$ cat src/rtl/descaler_if.sv
// Handshake bundle for the descaler: scaled value in on the sink side,
// recovered byte out on the source side, plus a busy status flag.
interface descaler_if;
   logic        sink_data_valid;
   logic [14:0] sink_data;
   logic [7:0]  sink_offset;
   logic        sink_ready;
   logic        source_data_valid;
   logic        source_ready;
   logic [7:0]  source_data;
   logic        busy;

   modport slave (
      input  sink_data_valid,
      input  sink_data,
      input  sink_offset,
      input  source_ready,
      output sink_ready,
      output source_data_valid,
      output source_data,
      output busy
   );

   modport master (
      output sink_data_valid,
      output sink_data,
      output sink_offset,
      output source_ready,
      input  sink_ready,
      input  source_data_valid,
      input  source_data,
      input  busy
   );
endinterface

$ cat src/rtl/descaler.sv
// Recovers a byte from a scaled value: sequential restoring divide by CONSTANT_VAL,
// re-apply the 128-centred offset, saturate to 8 bits. DESCALER_ROUND_EN enables round-to-nearest.
module descaler #(
   parameter logic [14:0] CONSTANT_VAL = 15'd48
) (
   input logic       clk,
   input logic       reset,
   descaler_if.slave bus
);

   if (CONSTANT_VAL == 15'd0) begin : g_bad_divisor
      $error("descaler: CONSTANT_VAL must be in 1..32767");
   end

   typedef enum logic [1:0] {
      IDLE,
      DIV,
      ADJ,
      OUT
   } state_t;

   state_t       state;
   state_t       state_next;

   logic [14:0]  dividend;
   logic [7:0]   offset;
   logic [14:0]  quot;
   logic [14:0]  rem;
   logic [3:0]   bit_cnt;
   logic [7:0]   data_reg;
   logic         valid_reg;

   logic [15:0]  rem_shift;
   logic         step_ge;
   logic [14:0]  rem_next;
   logic [15:0]  q_final;
   logic signed [16:0] sum;
   logic [7:0]   result;

   always_ff @(posedge clk or negedge reset) begin
      if (!reset) begin
         state <= IDLE;
      end else begin
         state <= state_next;
      end
   end

   always_comb begin
      state_next = state;
      case (state)
         IDLE: if (bus.sink_data_valid) state_next = DIV;
         DIV:  if (bit_cnt == 4'd0)     state_next = ADJ;
         ADJ:                           state_next = OUT;
         OUT:  if (bus.source_ready)    state_next = IDLE;
         default:                       state_next = IDLE;
      endcase
   end

   // Dividend shifts left each step so its MSB is always the next bit to bring down.
   always_comb begin
      rem_shift = {rem, dividend[14]};
      step_ge   = rem_shift >= {1'b0, CONSTANT_VAL};
      rem_next  = step_ge ? 15'(rem_shift - {1'b0, CONSTANT_VAL}) : rem_shift[14:0];
   end

   always_comb begin
`ifdef DESCALER_ROUND_EN
      q_final = {1'b0, quot} + {15'd0, ({rem, 1'b0} >= {1'b0, CONSTANT_VAL})};
`else
      q_final = {1'b0, quot};
`endif
      sum = $signed({1'b0, q_final}) + 17'sd128 - $signed({9'd0, offset});
      if (sum[16]) begin
         result = 8'd0;
      end else if (sum > 17'sd255) begin
         result = 8'd255;
      end else begin
         result = sum[7:0];
      end
   end

   always_ff @(posedge clk or negedge reset) begin
      if (!reset) begin
         dividend  <= 15'd0;
         offset    <= 8'd0;
         quot      <= 15'd0;
         rem       <= 15'd0;
         bit_cnt   <= 4'd0;
         data_reg  <= 8'd0;
         valid_reg <= 1'b0;
      end else begin
         case (state)
            IDLE: begin
               if (bus.sink_data_valid) begin
                  dividend <= bus.sink_data;
                  offset   <= bus.sink_offset;
                  quot     <= 15'd0;
                  rem      <= 15'd0;
                  bit_cnt  <= 4'd14;
               end
            end
            DIV: begin
               dividend <= {dividend[13:0], 1'b0};
               rem      <= rem_next;
               quot     <= {quot[13:0], step_ge};
               if (bit_cnt != 4'd0) bit_cnt <= bit_cnt - 4'd1;
            end
            ADJ: begin
               data_reg  <= result;
               valid_reg <= 1'b1;
            end
            OUT: begin
               if (bus.source_ready) valid_reg <= 1'b0;
            end
            default: ;
         endcase
      end
   end

   assign bus.sink_ready        = (state == IDLE);
   assign bus.busy              = (state != IDLE);
   assign bus.source_data_valid = valid_reg;
   assign bus.source_data       = data_reg;

endmodule

$ cat src/flat_wrapper.sv
// flat-port wrapper written by rule: the top's interface ports become plain ports
module descaler_flat 
#(
   parameter logic [14:0] CONSTANT_VAL = 15'd48
)
  (clk, reset, bus_sink_data_valid, bus_sink_data, bus_sink_offset, bus_source_ready, bus_sink_ready, bus_source_data_valid, bus_source_data, bus_busy);
  descaler_if bus_i ();
  input logic clk;
  input logic reset;
  input wire logic [$bits(bus_i.sink_data_valid)-1:0] bus_sink_data_valid;
  input wire logic [$bits(bus_i.sink_data)-1:0] bus_sink_data;
  input wire logic [$bits(bus_i.sink_offset)-1:0] bus_sink_offset;
  input wire logic [$bits(bus_i.source_ready)-1:0] bus_source_ready;
  output wire logic [$bits(bus_i.sink_ready)-1:0] bus_sink_ready;
  output wire logic [$bits(bus_i.source_data_valid)-1:0] bus_source_data_valid;
  output wire logic [$bits(bus_i.source_data)-1:0] bus_source_data;
  output wire logic [$bits(bus_i.busy)-1:0] bus_busy;
  assign bus_i.sink_data_valid = bus_sink_data_valid;
  assign bus_i.sink_data = bus_sink_data;
  assign bus_i.sink_offset = bus_sink_offset;
  assign bus_i.source_ready = bus_source_ready;
  assign bus_sink_ready = bus_i.sink_ready;
  assign bus_source_data_valid = bus_i.source_data_valid;
  assign bus_source_data = bus_i.source_data;
  assign bus_busy = bus_i.busy;
  descaler #(.CONSTANT_VAL(CONSTANT_VAL)) u_core (.clk(clk), .reset(reset), .bus(bus_i));
endmodule
$ cat config.mk
export PLATFORM = sky130hd
export DESIGN_NAME = descaler_flat
export DESIGN_NICKNAME = d
export VERILOG_FILES = /design/src/rtl/descaler_if.sv /design/src/rtl/descaler.sv /design/src/flat_wrapper.sv
export SDC_FILE = /design/constraint.sdc
export NUM_CORES = 1
export LEC_CHECK = 0
export CAP_MARGIN = 20
export CORE_MARGIN = 1.5
export CORE_UTILIZATION = 25
export CTS_CLUSTER_SIZE = 28
export DETAILED_ROUTE_END_ITERATION = 16
export MAX_ROUTING_LAYER = met4
export PLACE_DENSITY = 0.51
export SYNTH_ARGS = -nofsm -noshare
export SYNTH_HDL_FRONTEND = slang
export SYNTH_SLANG_ARGS = --single-unit
$ cat constraint.sdc
create_clock -name clk -period 7.1 [get_ports clk]
set_clock_uncertainty 0.05 [all_clocks]
set_input_delay 2.13 -clock clk [delete_from_list [all_inputs] [get_ports clk]]
set_output_delay 2.13 -clock clk [all_outputs]
set_load 0.05 [all_outputs]
==> results.ini, run 1 <==
[global_route]
use_met1_pct = 13.7
grtUsageMet3_pct = 2.51
globalRoute.busiestLayer = met2
overflow = 0
grt_start_max_net_pins = 69
grt_usage_pct = 10.9
grt_pass1_vias = 2838
use_met2_pct = 16.7
grt_pass1_wl_mm = 13.6
grt_antenna_before_repair = 0

[timing]
hold_violations = 0
whs_ns = 0.430
relSlewSlack_pct = 42.4
setup_viol = 0
worst_slew_pin_slew_ns = 0.864
slew_violations = 0
timing.final.crit_share_pct = 60.7
tns_ns = 0
setup_slack_ns = 2.79
rsz0062_at_grt = no
period_needed_ns = 4.31
fmaxAchievable_mhz = 232

[floorplan]
fp.dieW_um = 126
pin_count = 38
die_height_um = 126
initial_core_util_pct = 25.8
core_area_um2 = 14600
dieArea_um2 = 15800
rows = 44

[clocking]
clock_latency_ns = 0.33
cts_setup_buffers = 0
clock-root-buffer = clkbuf_16
cts_resized = 0
cts.sinks = 68
htreeDepth = 3
clk_pin_slew_ns = 0.05
cts_tree = built
ctsHoldBuffers = 0
ctsLongestPathBuffers = 2
cts_made_buffers = 9

[logic_synthesis]
yosys.area.top_type = dfrtp_1
synth_cell_type_count = 51
ys.warnings.count = 0
seq_area_frac_synth_pct = 45.3
ys_ff_latch = 68
synthFlopType = dfrtp_1
synth_enable_flop_cells = 0
synthesis.nets = 430
synthesis.area_um2 = 3760
synth_top_area_share_pct = 45.3
syn_inst = 387
synth_area_per_cell_um2 = 9.72
synthArstFlopShare_pct = 100
synth_area_leaders = dfrtp_1 (45%), o21ai_0 (6.0%), nand2_1 (5.2%), ha_1 (5.0%), mux2i_1 (4.5%)

[cells_and_area]
drive_gt1_share_pct = 8.49
antenna_cells = 0
final_nets = 462
area_growth_pct = 21.8
layout_common_cells = dfrtp_1 (68), nand2_1 (52), o21ai_0 (45)
mostFrequentLayoutCell = dfrtp_1

[placed_design]
dp_slack_ns = 3.06
portBuffers = 37
place.gp.congestion = 0.818
hpwl_mm = 5.56

[worst_setup_path]
cp.arrival_ns = 2.13
reg2regPathDepth = 8
endpoint = bus_busy
critPathKind = reg -> out
rrSetupSlack_ns = 4.41
timing.rr.end = u_core.bus.source_data[2]
crit_fanout = 8
reg2reg_from = u_core.quot[7]
crit_path_start = u_core.state[0]
end_kind = output pin
worstPathRequired_ns = 4.92
start_kind = register

[routing]
first_iter_violations = 168
drc = 0
routedWlPerCell_um = 12.9
dr_total_vias = 2798
first_pass_iters = 4
wl_mm = 7.85
viasPerCell = 4.60
ant_nets = 0

[run]
maxCapViolCount = 0

[pwr]
p_leak_nw = 2.00
ir_drop_v = 0.000249
power_density_nw_per_um2 = 472

[worst_hold_path]
hold_class = reg -> reg

[status]
outcome = finished clean

[how the worst min path moves through the flow]
stage / to / depth (start not counted) / slack [ns] / startpoint
finish: u_core.dividend[9] / 2 / 0.43 / u_core.dividend[9]
global placement: u_core.dividend[6] / 2 / 0.41 / u_core.dividend[6]
global route: u_core.rem[3] / 1 / 0.45 / u_core.rem[2]
floorplan: u_core.quot[0] / 2 / 0.40 / u_core.quot[0]
detailed placement: u_core.dividend[9] / 2 / 0.42 / u_core.dividend[9]
CTS: u_core.dividend[9] / 2 / 0.44 / u_core.dividend[9]
[metal layers]
metal | share of wire [%] | routed length (um) | vias up
met5 | 0 | 0 | -
met4 | 1.6 | 124 | 0
met3 | 2.1 | 167 | 10
met2 | 46 | 3640 | 36
met1 | 50 | 3920 | 1313
li1 | - | - | 1439
[cell usage after synthesis, types with 10 or more instances]
cell type,instances
a21oi_1,13
xnor2_1,10
o21ai_0,45
a22o_1,13
inv_1,30
clkbuf_1,12
ha_1,15
mux2i_1,17
dfrtp_1,68
nand2_1,52
nor2_1,15
[cell families (layout without fill, tap and decap cells)]
family / count (synthesis) / after routing / synth area share [%]
buf+inv: 49 / 86 / 5.52
flops: 68 / 68 / 45.3
fa+ha+maj: 16 / 16 / 5.52
compound gates: 107 / 107 / 19.0
mux: 26 / 26 / 7.22
xor+xnor: 18 / 18 / 4.19
simple gates: 103 / 103 / 13.3
[sequential cells by signal, indices dropped and copies added, names as in the netlist]
register / count
u_core.bus.source_data: 8
u_core.rem: 15
u_core.offset: 8
u_core.bus.source_data_valid: 1
u_core.bit_cnt: 4
u_core.state: 2
u_core.dividend: 15
u_core.quot: 15
[worst max-delay path, cell delays in order, from the launching register on]
cell	delay (ns)
dfrtp_1	0.39
inv_1	0.08
ha_1	0.32
inv_1	0.19
clkdlybuf4s50_1	0.83
[report_power, final]
part / internal, W / switching (W) / leakage, nW / total (W)
clock network: 0.000270 / 0.000160 / 0.139 / 0.000430
registers: 0.000549 / 0.000113 / 0.858 / 0.000663
logic: 0.000428 / 0.000640 / 0.998 / 0.00107
total: 0.00125 / 0.000914 / 2.00 / 0.00216
[area by class of cell]
| class | instances | area [um2] |
|---|---|---|
| flip-flops and latches | 68 | 1700 |
| multi-input cells | 270 | 1860 |
| fillers | 1486 | 10000 |
| well taps | 184 | 230 |
| inverters | 30 | 113 |
| clock buffers | 11 | 233 |
| clock inverters | 5 | 52.6 |
| repair buffers | 40 | 388 |
[stage by stage]
| stage | util (%) | std cells | power, W | instance area [um2] |
|---|---|---|---|---|
| after floorplan | - | 387 | 0.00147 | 3760 |
| after global placement | 29.4 | 592 | 0.00173 | 4290 |
| after detailed placement | 29.4 | 592 | 0.00175 | 4290 |
| after CTS | 31.4 | 608 | 0.00220 | 4580 |
| after global routing | 31.4 | 608 | 0.00235 | 4580 |
| final | 31.4 | 608 | 0.00216 | 4580 |
No activity file was read; power rests on OpenSTA's default activity.
==> run 2, diff against run 1 <==
Clock period 7.1 ns to 4.2 ns, I/O delays scaled along.
==> run 2 against run 1 <==
  * Global-route usage down 0.12 points
  * Worst hold slack about the same
  * Sequential cell count unchanged
  * Wire length down 0.76%
  * Final cell count stayed put
  * First-iteration DRC count decreased by 45%
  * Combinational power grew 68%
  * Utilization grew 0.22 points
  * Register-to-register slack lost 2.9 ns
  * Sequential share of layout area is 0.26 points lower
  * Non-clock buffer count is the same
  * Critical endpoint unchanged
  * Largest power group unchanged
  * Highest routed layer unchanged
==> results.ini, run 2 (synthesis results as in run 1) <==
[floorplan]
core_area_um2 = 14600  ; unchanged
dieArea_um2 = 15800  ; unchanged
pin_count = 38  ; unchanged
fp.dieW_um = 126  ; unchanged
rows = 44  ; unchanged
initial_core_util_pct = 25.8  ; unchanged
die_height_um = 126  ; unchanged

[cells_and_area]
area_growth_pct = 22.7  ; was 21.8%
drive_gt1_share_pct = 8.73  ; was 8.49%
fill_cells = 1490  ; was 1,486
design_area_um2 = 4610  ; was 4580 um2
utilization_pct = 31.6  ; was 31.4%
antenna_cells = 0  ; unchanged
final_nets = 462  ; unchanged
mostFrequentLayoutCell = dfrtp_1  ; unchanged
layout_common_cells = dfrtp_1 (68), nand2_1 (52), o21ai_0 (45)  ; unchanged
reg_top3 = u_core.dividend x15, u_core.quot x15, u_core.rem x15  ; unchanged
fin_cells = 608  ; unchanged
ff_latch_area_um2 = 1700  ; unchanged
multi_input_area_um2 = 1860  ; unchanged

[clocking]
ctsLongestPathBuffers = 2  ; unchanged
cts_made_buffers = 9  ; unchanged
cts_setup_buffers = 0  ; unchanged
cts_tree = built  ; unchanged
cts_resized = 0  ; unchanged
htreeDepth = 3  ; unchanged
clock-root-buffer = clkbuf_16  ; unchanged
cts.sinks = 68  ; unchanged
clk_pin_slew_ns = 0.06  ; was 0.05 ns
clock_latency_ns = 0.33  ; about the same
ctsHoldBuffers = 0  ; unchanged

[routing]
viasPerCell = 4.74  ; was 4.60
first_pass_iters = 4  ; unchanged
routedWlPerCell_um = 12.8  ; was 12.9 um
wl_mm = 7.79  ; was 7.85 mm
dr_total_vias = 2883  ; was 2,798
first_iter_violations = 92  ; was 168
drc = 0  ; unchanged
ant_nets = 0  ; unchanged

[worst_setup_path]
reg2regPathDepth = 8  ; unchanged
rrSetupSlack_ns = 1.49  ; was 4.41 ns
crit_path_start = u_core.state[0]  ; unchanged
worstPathRequired_ns = 2.89  ; was 4.92 ns
cp.arrival_ns = 2.18  ; was 2.13 ns
crit_fanout = 8  ; unchanged
reg2reg_from = u_core.quot[7]  ; unchanged
start_kind = register  ; unchanged
end_kind = output pin  ; unchanged
timing.rr.end = u_core.bus.source_data[2]  ; unchanged
critPathKind = reg -> out  ; unchanged

[timing]
period_needed_ns = 3.49
hold_violations = 0  ; unchanged
whs_ns = 0.430  ; about the same
timing.final.crit_share_pct = 83.1
setup_viol = 0  ; unchanged
slew_violations = 0  ; unchanged
relSlewSlack_pct = 42.0  ; was 42.4%
worst_slew_pin_slew_ns = 0.870  ; was 0.864 ns
rsz0062_at_grt = no  ; unchanged
fmaxAchievable_mhz = 287
tns_ns = 0  ; unchanged

[pwr]
ir_drop_v = 0.000372  ; was 0.000249 V
p_leak_nw = 2.00  ; about the same
power_density_nw_per_um2 = 808  ; was 472 nW/um2

[global_route]
grt_pass1_vias = 2810  ; was 2,838
grt_antenna_before_repair = 0  ; unchanged
grt_start_max_net_pins = 69  ; unchanged
grt_pass1_wl_mm = 13.4  ; was 13.6 mm
overflow = 0  ; unchanged
grt_usage_pct = 10.7  ; was 10.9%

[worst_hold_path]
min_path_cells = 2  ; unchanged
min_from = u_core.dividend[8]  ; was u_core.dividend[9]
hold_class = reg -> reg  ; unchanged
worstHoldEndpoint = u_core.dividend[8]  ; was u_core.dividend[9]

[placed_design]
placed_area_um2 = 4290  ; unchanged
hpwl_mm = 5.52  ; was 5.56 mm
place.gp.congestion = 0.805  ; was 0.818
dp_cells = 592  ; unchanged
portBuffers = 37  ; unchanged

[run]
maxCapViolCount = 0  ; unchanged

[status]
outcome = finished clean  ; unchanged

-- run 2: layout make-up --
class,count,area share [%]
clock inverters,6,1.93
well taps,184,4.99
inverters,30,2.44
multi-input cells,270,40.4
repair buffers,40,8.41
flip-flops and latches,68,36.9
clock buffers,10,4.96
-- run 2: power by group --
part | internal [W] | switching [W]
clock | 0.000519 | 0.000282
sequential | 0.000928 | 0.000193
combinational | 0.000723 | 0.00108
-- run 2: critical path, cell delays in order, from the launching register on --
cell and delay (ns):
dfrtp_1 0.39, inv_1 0.08, ha_1 0.34, inv_1 0.20, clkdlybuf4s50_1 0.83
-- run 2: worst max-delay path by stage --
| stage | slack [ns] | to |
|---|---|---|
| final | 0.71 | bus_busy |
| after global routing | 0.59 | bus_busy |
| after CTS | 0.69 | bus_busy |
| after detailed placement | 1.02 | u_core.dividend[13] |
| after global placement | 1.05 | bus_busy |
| after floorplan | 1.42 | bus_busy |
-- run 2: layer usage --
metal	part of all wire [%]	track usage, %	vias up
met5	0	-	-
met4	1.3	3.81	0
met3	3.0	2.59	8
met2	48	16.8	40
met1	48	13.6	1397
li1	-	-	1438
-- run 2: through the flow --
| step | setup slack, ns | total power [W] |
|---|---|---|
| global placement | 1.05 | 0.00292 |
| floorplan | 1.42 | 0.00249 |
| global route | 0.589 | 0.00405 |
| detailed placement | 1.02 | 0.00296 |
| CTS | 0.691 | 0.00378 |
| finish | 0.710 | 0.00372 |
